### src/rtl/mul_div_unit.sv
// Iterative RV32M multiply/divide unit: single-cycle multiply, 32-step restoring divide.
// Optional MDU_EARLY_OUT_EN: divide-by-zero and signed overflow skip the iteration loop.
module mul_div_unit #(
  parameter int unsigned XLEN = 32,
  parameter int unsigned TAGW = 5
) (
  input  logic            clk,
  input  logic            rst,
  input  logic            in_valid,
  output logic            in_ready,
  input  logic [2:0]      in_funct3,
  input  logic [XLEN-1:0] in_rs1,
  input  logic [XLEN-1:0] in_rs2,
  input  logic [TAGW-1:0] in_rd,
  input  logic            kill,
  output logic            out_valid,
  output logic [XLEN-1:0] out_result,
  output logic [TAGW-1:0] out_rd
);

  localparam int unsigned CW = $clog2(XLEN);
  localparam int unsigned PW = 2 * XLEN;
  localparam logic [XLEN-1:0] INT_MIN = {1'b1, {(XLEN-1){1'b0}}};
  localparam logic [CW-1:0]   LAST_STEP = CW'(XLEN - 1);

  typedef enum logic [2:0] {
    S_IDLE,
    S_MUL,
    S_DIV,
    S_FIX,
    S_DONE
  } state_e;

  state_e          state_q, state_d;
  logic [CW-1:0]   cnt_q, cnt_d;
  logic [2:0]      f3_q, f3_d;
  logic [TAGW-1:0] rd_q, rd_d;
  logic [XLEN-1:0] a_q, a_d;
  logic [XLEN-1:0] b_q, b_d;
  logic [XLEN-1:0] quo_q, quo_d;
  logic [XLEN-1:0] rem_q, rem_d;
  logic [XLEN-1:0] dvs_q, dvs_d;
  logic [XLEN-1:0] out_result_q, out_result_d;
  logic [TAGW-1:0] out_rd_q, out_rd_d;

  logic               in_div_signed;
  logic               mul_sign_a, mul_sign_b;
  logic signed [XLEN:0] mul_a, mul_b;
  logic [PW-1:0]      prod;
  logic [XLEN:0]      div_shift, div_diff;
  logic               fix_signed, fix_dz, fix_ovf;
  logic [XLEN-1:0]    fix_quo, fix_rem;

  assign in_ready   = (state_q == S_IDLE);
  assign out_valid  = (state_q == S_DONE) && !kill;
  assign out_result = out_result_q;
  assign out_rd     = out_rd_q;

  assign in_div_signed = !in_funct3[0];

  // 33-bit extension lets one signed multiplier cover all four variants
  assign mul_sign_a = (f3_q[1:0] == 2'b01) || (f3_q[1:0] == 2'b10);
  assign mul_sign_b = (f3_q[1:0] == 2'b01);
  assign mul_a      = {mul_sign_a && a_q[XLEN-1], a_q};
  assign mul_b      = {mul_sign_b && b_q[XLEN-1], b_q};
  assign prod       = PW'(mul_a) * PW'(mul_b);

  // One restoring step: a borrow out of the top bit means the trial subtract failed
  assign div_shift = {rem_q, quo_q[XLEN-1]};
  assign div_diff  = div_shift - {1'b0, dvs_q};

  assign fix_signed = !f3_q[0];
  assign fix_dz     = (b_q == '0);
  assign fix_ovf    = fix_signed && (a_q == INT_MIN) && (b_q == '1);

  always_comb begin
    fix_quo = (fix_signed && (a_q[XLEN-1] ^ b_q[XLEN-1])) ? -quo_q : quo_q;
    fix_rem = (fix_signed && a_q[XLEN-1]) ? -rem_q : rem_q;
    if (fix_dz) begin
      fix_quo = '1;
      fix_rem = a_q;
    end else if (fix_ovf) begin
      fix_quo = INT_MIN;
      fix_rem = '0;
    end
  end

  always_comb begin
    state_d      = state_q;
    cnt_d        = cnt_q;
    f3_d         = f3_q;
    rd_d         = rd_q;
    a_d          = a_q;
    b_d          = b_q;
    quo_d        = quo_q;
    rem_d        = rem_q;
    dvs_d        = dvs_q;
    out_result_d = out_result_q;
    out_rd_d     = out_rd_q;

    if (kill && (state_q != S_IDLE)) begin
      state_d = S_IDLE;
    end else begin
      case (state_q)
        S_IDLE: begin
          if (in_valid && !kill) begin
            f3_d    = in_funct3;
            rd_d    = in_rd;
            a_d     = in_rs1;
            b_d     = in_rs2;
            cnt_d   = '0;
            rem_d   = '0;
            quo_d   = (in_div_signed && in_rs1[XLEN-1]) ? -in_rs1 : in_rs1;
            dvs_d   = (in_div_signed && in_rs2[XLEN-1]) ? -in_rs2 : in_rs2;
            state_d = in_funct3[2] ? S_DIV : S_MUL;
`ifdef MDU_EARLY_OUT_EN
            if (in_funct3[2] && ((in_rs2 == '0) ||
                (in_div_signed && (in_rs1 == INT_MIN) && (in_rs2 == '1)))) begin
              state_d = S_FIX;
            end
`endif
          end
        end
        S_MUL: begin
          out_result_d = (f3_q == 3'b000) ? prod[XLEN-1:0] : prod[PW-1:XLEN];
          out_rd_d     = rd_q;
          state_d      = S_DONE;
        end
        S_DIV: begin
          if (div_diff[XLEN]) begin
            rem_d = div_shift[XLEN-1:0];
            quo_d = {quo_q[XLEN-2:0], 1'b0};
          end else begin
            rem_d = div_diff[XLEN-1:0];
            quo_d = {quo_q[XLEN-2:0], 1'b1};
          end
          cnt_d = cnt_q + CW'(1);
          if (cnt_q == LAST_STEP) begin
            state_d = S_FIX;
          end
        end
        S_FIX: begin
          out_result_d = f3_q[1] ? fix_rem : fix_quo;
          out_rd_d     = rd_q;
          state_d      = S_DONE;
        end
        S_DONE: begin
          state_d = S_IDLE;
        end
        default: begin
          state_d = S_IDLE;
        end
      endcase
    end
  end

  always_ff @(posedge clk or posedge rst) begin
    if (rst) begin
      state_q      <= S_IDLE;
      cnt_q        <= '0;
      f3_q         <= '0;
      rd_q         <= '0;
      a_q          <= '0;
      b_q          <= '0;
      quo_q        <= '0;
      rem_q        <= '0;
      dvs_q        <= '0;
      out_result_q <= '0;
      out_rd_q     <= '0;
    end else begin
      state_q      <= state_d;
      cnt_q        <= cnt_d;
      f3_q         <= f3_d;
      rd_q         <= rd_d;
      a_q          <= a_d;
      b_q          <= b_d;
      quo_q        <= quo_d;
      rem_q        <= rem_d;
      dvs_q        <= dvs_d;
      out_result_q <= out_result_d;
      out_rd_q     <= out_rd_d;
    end
  end

endmodule

### config.mk
export PLATFORM = sky130hd
export DESIGN_NAME = mul_div_unit
export DESIGN_NICKNAME = d
export VERILOG_FILES = /design/src/rtl/mul_div_unit.sv
export SDC_FILE = /design/constraint.sdc
export NUM_CORES = 2
export LEC_CHECK = 0
export CORE_UTILIZATION = 27
export DETAILED_ROUTE_END_ITERATION = 12
export SYNTH_ARGS = -nofsm -noshare
export SYNTH_HDL_FRONTEND = slang
export SYNTH_SLANG_ARGS = --single-unit
### constraint.sdc
create_clock -name clk -period 8.35 [get_ports clk]
set_clock_uncertainty 0.15 [all_clocks]
set_input_delay 1.67 -clock clk [delete_from_list [all_inputs] [get_ports clk]]
set_output_delay 1.67 -clock clk [all_outputs]
set_load 0.005 [all_outputs]
# Word level (Yosys, flattened, before mapping)

Cells that the tools add are included.

Add/subtract/negate cells: 6
$mul: 1
Div/mod/pow operators: 0
$lt $le $gt $ge: 0
Equal/unequal tests: 12
Shift-type cells: 0
Mux-type cells: 24
Bitwise operators: 2
Reductions and logical operators: 27

Operators by type and width:

| cell                                                                     | count |
|---|---|
| 32-bit 2-to-1 mux                                                        | 13 |
| 32-bit one-hot mux with 2 select lines                                   | 3 |
| 32-bit negation                                                          | 4 |
| 32-bit == test (second input constant)                                   | 2 |
| 33-bit by 33-bit multiplier with 64-bit output                           | 1 |
| 33-bit by 32-bit subtractor with 33-bit output                           | 1 |
| 32-bit zero test                                                         | 1 |
| 1-bit logical AND                                                        | 11 |
| 5-bit one-hot mux with 2 select lines                                    | 1 |
| 3-bit 2-to-1 mux                                                         | 3 |
| 3-bit one-hot mux with 3 select lines                                    | 1 |
| 3-bit by 2-bit == test with 1-bit output (second input constant)         | 2 |
| 3-bit zero test                                                          | 2 |
| 2-bit AND reduction                                                      | 3 |
| 3-bit AND reduction                                                      | 2 |
| 5-bit by 1-bit adder with 5-bit output (second input constant)           | 1 |
| 5-bit == test (second input constant)                                    | 1 |
| 5-bit 2-to-1 mux                                                         | 1 |
| 2-bit nonzero test                                                       | 2 |
| 3-bit by 1-bit == test with 1-bit output (second input constant)         | 1 |
| 3-bit == test (second input constant)                                    | 1 |
| 1-bit zero test                                                          | 3 |
| 3-bit by 1-bit inequality test with 1-bit output (second input constant) | 1 |
| 3-bit inequality test (second input constant)                            | 1 |
| 10 further kinds                                                         | 10 |

Register bits: 213
Bits in latches: 0
Memory bits (writable): 0
Bits in read-only memories: 0
Bits of input ports: 76
Output and inout bits: 39
Word-level logic and storage cells: 83
Memories: 0

# Logic depth before layout (Yosys ltp)

Depth after elaboration: 7
Depth in mapped cells: 33
Mapped depth without buffers: 31

# Worst setup path after synthesis

OpenSTA, ideal clock, no wires.

Path kind: register -> register
From: register f3_q[1]
To: register out_result_q[29] (netlist: out_result[29])
Setup time: 0.090 ns
Arrival: 8.169 ns
Required time: 8.110 ns
Setup slack: -0.059 ns
Stages on the path, launching flop included: 32
Path buffers: 2
Clock period less this slack: 8.409 ns
Cells stage by stage: dfrtp_1 inv_1 ha_1 and2_1 clkbuf_1 nand2_1 inv_1 fa_1 inv_1 fa_1 inv_1 fa_1 fa_1 inv_1 fa_1 inv_1 fa_1 inv_1 fa_1 fa_1 inv_1 ha_1 clkbuf_1 and3_1 and2_1 nand2_1 o211ai_1 a31o_2 nand2_1 or3_1 mux2_1 o221ai_1

Cells in the longest elaborated chain, start to end: 6
Elaborated cells on any way between the ends: 10
Those cells by class: 1 x mul; 2 x eq/ne; 3 x mux; 4 x reduce/logical

Ends and longest elaborated chain:

| element                                                                          | line   | RTL |
|---|---|---|
| from (decl)                                                                      | 36     | `logic [2:0] f3_q, f3_d;` |
| from (signal assigned)                                                           | 161    | `f3_q <= '0;` |
| from (signal assigned)                                                           | 173    | `f3_q <= f3_d;` |
| 2-bit by 1-bit == test with 1-bit output / 2-bit == test (equally long branches) | 62, 63 |  |
| 1-bit logical OR                                                                 | 62     | `assign mul_sign_a = (f3_q[1:0] == 2'b01) \|\| (f3_q[1:0] == 2'b10);` |
| 1-bit logical AND                                                                | 64     | `assign mul_a = {mul_sign_a && a_q[XLEN-1], a_q};` |
| 33-bit by 33-bit multiplier with 64-bit output                                   | 66     | `assign prod = PW'(mul_a) * PW'(mul_b);` |
| 32-bit 2-to-1 mux                                                                | 125    | `out_result_d = (f3_q == 3'b000) ? prod[XLEN-1:0] : prod[PW-1:XLEN];` |
| 32-bit one-hot mux with 2 select lines *                                         | 104    | `case (state_q)` |
| to (signal assigned)                                                             | 180    | `out_result_q <= out_result_d;` |
| to (decl)                                                                        | 43     | `logic [XLEN-1:0] out_result_q, out_result_d;` |

Mark *: on every way between the ends. The rest lies on a longest branch, timed or not.
A chain may end at the register's enable or synchronous reset.

# Worst setup path after layout

From: register b_q[0]
To: register out_result_q[24] (netlist: out_result[24])

Cells in the longest elaborated chain, start to end: 6
Elaborated cells on any way between the ends: 11
Those cells by class: 1 x mul; 1 x eq/ne; 7 x mux; 2 x reduce/logical

Ends and longest elaborated chain:

| element                                                                                                | line | RTL |
|---|---|---|
| from (decl)                                                                                            | 39   | `logic [XLEN-1:0] b_q, b_d;` |
| from (signal assigned)                                                                                 | 164  | `b_q <= '0;` |
| from (signal assigned)                                                                                 | 176  | `b_q <= b_d;` |
| parallel branches: the longest is 5 deep, another holds 33-bit by 33-bit multiplier with 64-bit output | --   |  |
| 32-bit one-hot mux with 2 select lines *                                                               | 104  |  |

Mark *: on every way between the ends.

==> flow_summary.yaml <==
synth:
  syn-num-nets: 7567
  netlist_area_um2: 52200
  ys_warn_count: 0
  seq_area_frac_synth: 0.102
  synth.avg_cell_area_um2: 8.54
  synth_top_flop_cell: "dfrtp_1"
  synth_cell_types: 82
  async_reset_ff_frac: 1.00
  synth-edff-count: 0
  syn_inst: 6112
  ys_seq_elements: 212
timing:
  finalSetupViolations: 0
  max_clock_freq_mhz: 123
  slew_violations: 0
  fin_crit_ns: 8.11
  hold_ws_ns: 0.318
  finalHoldViolCount: 0
  fin_crit_sh: 0.971
  setup_tns_ns: 0
  worst_pin_slew_ns: 1.18
  slew_headroom: 0.211
  rsz0062_at_grt: "false"
critical_path:
  cpMostUsedCell: "fa_1"
  cp_max_fo: 23
  reg2reg_to: "out_result[24]"
  r2r_cells: 27
  endpoint: "out_result[24]"
  ff2ff_setup_slack_ns: 0.24
  startpoint: "b_q[0]"
  crit_type: "flop to flop"
  cp-start-kind: "flop"
  critPathSlowestCell: "fa_1"
  cp.arrival_ns: 8.44
  slowest_delay_ns: 0.55
  cp_data_required_time_ns: 8.68
  worst_setup_path_end_kind: "flop"
  r2r_start: "b_q[0]"
detailed_routing:
  via_per_inst: 4.79
  drt-met1-wl_um: 69000
  post-route-drc-count: 0
  totalWireLength_um: 169000
  wl_met2_um: 84800
  top_layer: "met4"
  vias: 41700
  drt_first_pass_iters: 6
  route.met3.wl_um: 9070
  ant_nets: 0
  first_iter_violations: 3068
  wl_per_cell_um: 19.4
grt:
  antenna_found_initial: 3
  grt_pass1_vias: 44100
  grt_pass1_wl_um: 264000
  overflow: 0
  grt_max_degree: 100
  grtUsageTotal: 0.173
layout:
  finalNetCount: 7611
  drive_above_1_share: 0.0688
  syn2layout_area_growth_pct: 13.2
  final_cell_area_um2: 59100
placement:
  port_buffers: 114
  place_area_um2: 57900
  hpwlAfterDp_um: 138000
  gp_congestion: 0.945
clock_tree:
  h-tree-depth: 1
  root_buffer: "clkbuf_16"
  cts_sinks: 212
  clockBufferDepth: 3
  insertion_delay_ns: 0.58
  cts.clk_slew.worst_paths_ns: 0.06
  cts_tree: "built"
  cts_buffers: 27
outcome:
  outcome: "complete, no violations"
die:
  ioPinCount: 115
  fp.coreArea_um2: 192000
  chipHeight_um: 442
  initial_utilization: 0.271
  dieWidth_um: 442
  num_rows: 161
  fp.dieArea_um2: 195000
worst_hold_path:
  hold_path_class: "flop to flop"
flow_run:
  maxCapViolCount: 0
synth_stat cells, types with 18 or more instances:
master / n / area [µm²]
o21ai_0: 230 / 1150
nand3_1: 31 / 155
dfrtp_1: 212 / 5310
fa_1: 1126 / 22500
xor2_1: 68 / 596
nand4_1: 29 / 181
ha_1: 253 / 3170
nor3_1: 50 / 250
xnor2_1: 140 / 1230
and3_1: 33 / 206
nor4_1: 23 / 144
a21oi_1: 221 / 1110
a21o_1: 47 / 353
nand2_1: 1187 / 4460
a221oi_1: 23 / 201
inv_1: 1262 / 4740
nor2_1: 193 / 724
o31ai_1: 18 / 135
and2_1: 279 / 1750
a31oi_1: 26 / 163
mux2i_1: 29 / 290
clkbuf_1: 370 / 1390
metrics by stage:
step	cells	setup WS (ns)	utilization
after global placement	8650	0.0245	0.301
after floorplan	6112	0.0642	-
after global routing	8701	0.00683	0.307
final	8706	0.240	0.307
after CTS	8698	0.0354	0.306
after detailed placement	8650	0.00558	0.301
critical path, delay by kind of cell, from the launching register on:
family,cells,cell delay [ns]
adders and majority gates,9,4.41
AOI/OAI and AO/OA,10,2.05
buffers and inverters,6,0.57
DFF,1,0.47
xor gates and xnor gates,1,0.16
and+or+nand+nor,1,0.16
registers in the layout (all words and copies together), names as in the netlist, 5 cells and up:
signal / flops
cnt_q: 5
b_q: 32
rem_q: 32
quo_q: 32
out_result: 32
out_rd: 5
rd_q: 5
dvs_q: 31
a_q: 32
layout by cell type, fill, tap and decap left out, types with 11 or more instances in the layout:
cell type and instances:
mux2i_1 29, o211ai_1 13, a31oi_1 26, inv_1 1252, o22ai_1 16, fa_1 1119
a21oi_2 11, nand3_1 30, a221oi_1 23, nand2_1 1185, o21a_1 16, nor2_1 190
and2_1 279, nor2b_1 13, ha_1 250, o31ai_1 18, nor4_1 23, o21ai_0 223
a21o_1 47, nand2b_1 17, clkdlybuf4s50_1 114, xnor2_1 139, a211oi_1 14, dfrtp_1 205
or2_2 11, and3_1 31, o21bai_1 13, nor3_1 48, clkbuf_16 27, buf_12 59
a21oi_1 211, or3_1 15, buf_4 222, nand4_1 29, xor2_1 66
area by class of cell:
cell class | count | area, µm²
inverter | 1263 | 4760
tap | 2526 | 3160
sequential | 212 | 5310
clock inverter | 10 | 86.3
antenna | 5 | 12.5
multi-input combinational | 4256 | 40900
fill | 20200 | 133000
timing repair buffer | 396 | 4000
clock buffer | 38 | 797
kinds of logic after synthesis:
family                   Yosys count  synth area share
flip-flops                       212             0.102
AND/OR/NAND/NOR                 1922             0.164
XOR/XNOR                         208            0.0349
adder cells (fa/ha/maj)         1379             0.492
AO/OA/AOI/OAI                    716            0.0824
multiplexers                      31           0.00599
buffers and inverters           1644             0.118
how the worst min path moves through the flow:
stage	from	end	slack, ns	cells after the start
after floorplan	rd_q[0]	out_rd[0]	0.29	2
after global placement	rd_q[0]	out_rd[0]	0.30	2
after detailed placement	rd_q[2]	out_rd[2]	0.30	2
after CTS	rd_q[2]	out_rd[2]	0.32	2
after global routing	rd_q[0]	out_rd[0]	0.36	2
final	rd_q[0]	out_rd[0]	0.32	2
repair_timing:
item	CTS	global route
setup buffers	0	3
pin swaps	0	11
endpoints found under the setup margin	2	20
gates resized for setup	2	65
hold buffers	0	0
endpoints found under the hold margin	0	0
per-layer routing:
metal  global-route usage  up-vias
li1                     -    18400
met3               0.0148      279
met2                0.303     1325
met5                    0        -
met1                0.225    21700
met4               0.0533        0
Power is not shown: default switching activity piles up to over one toggle a cycle in this logic, so the estimate is an artifact.
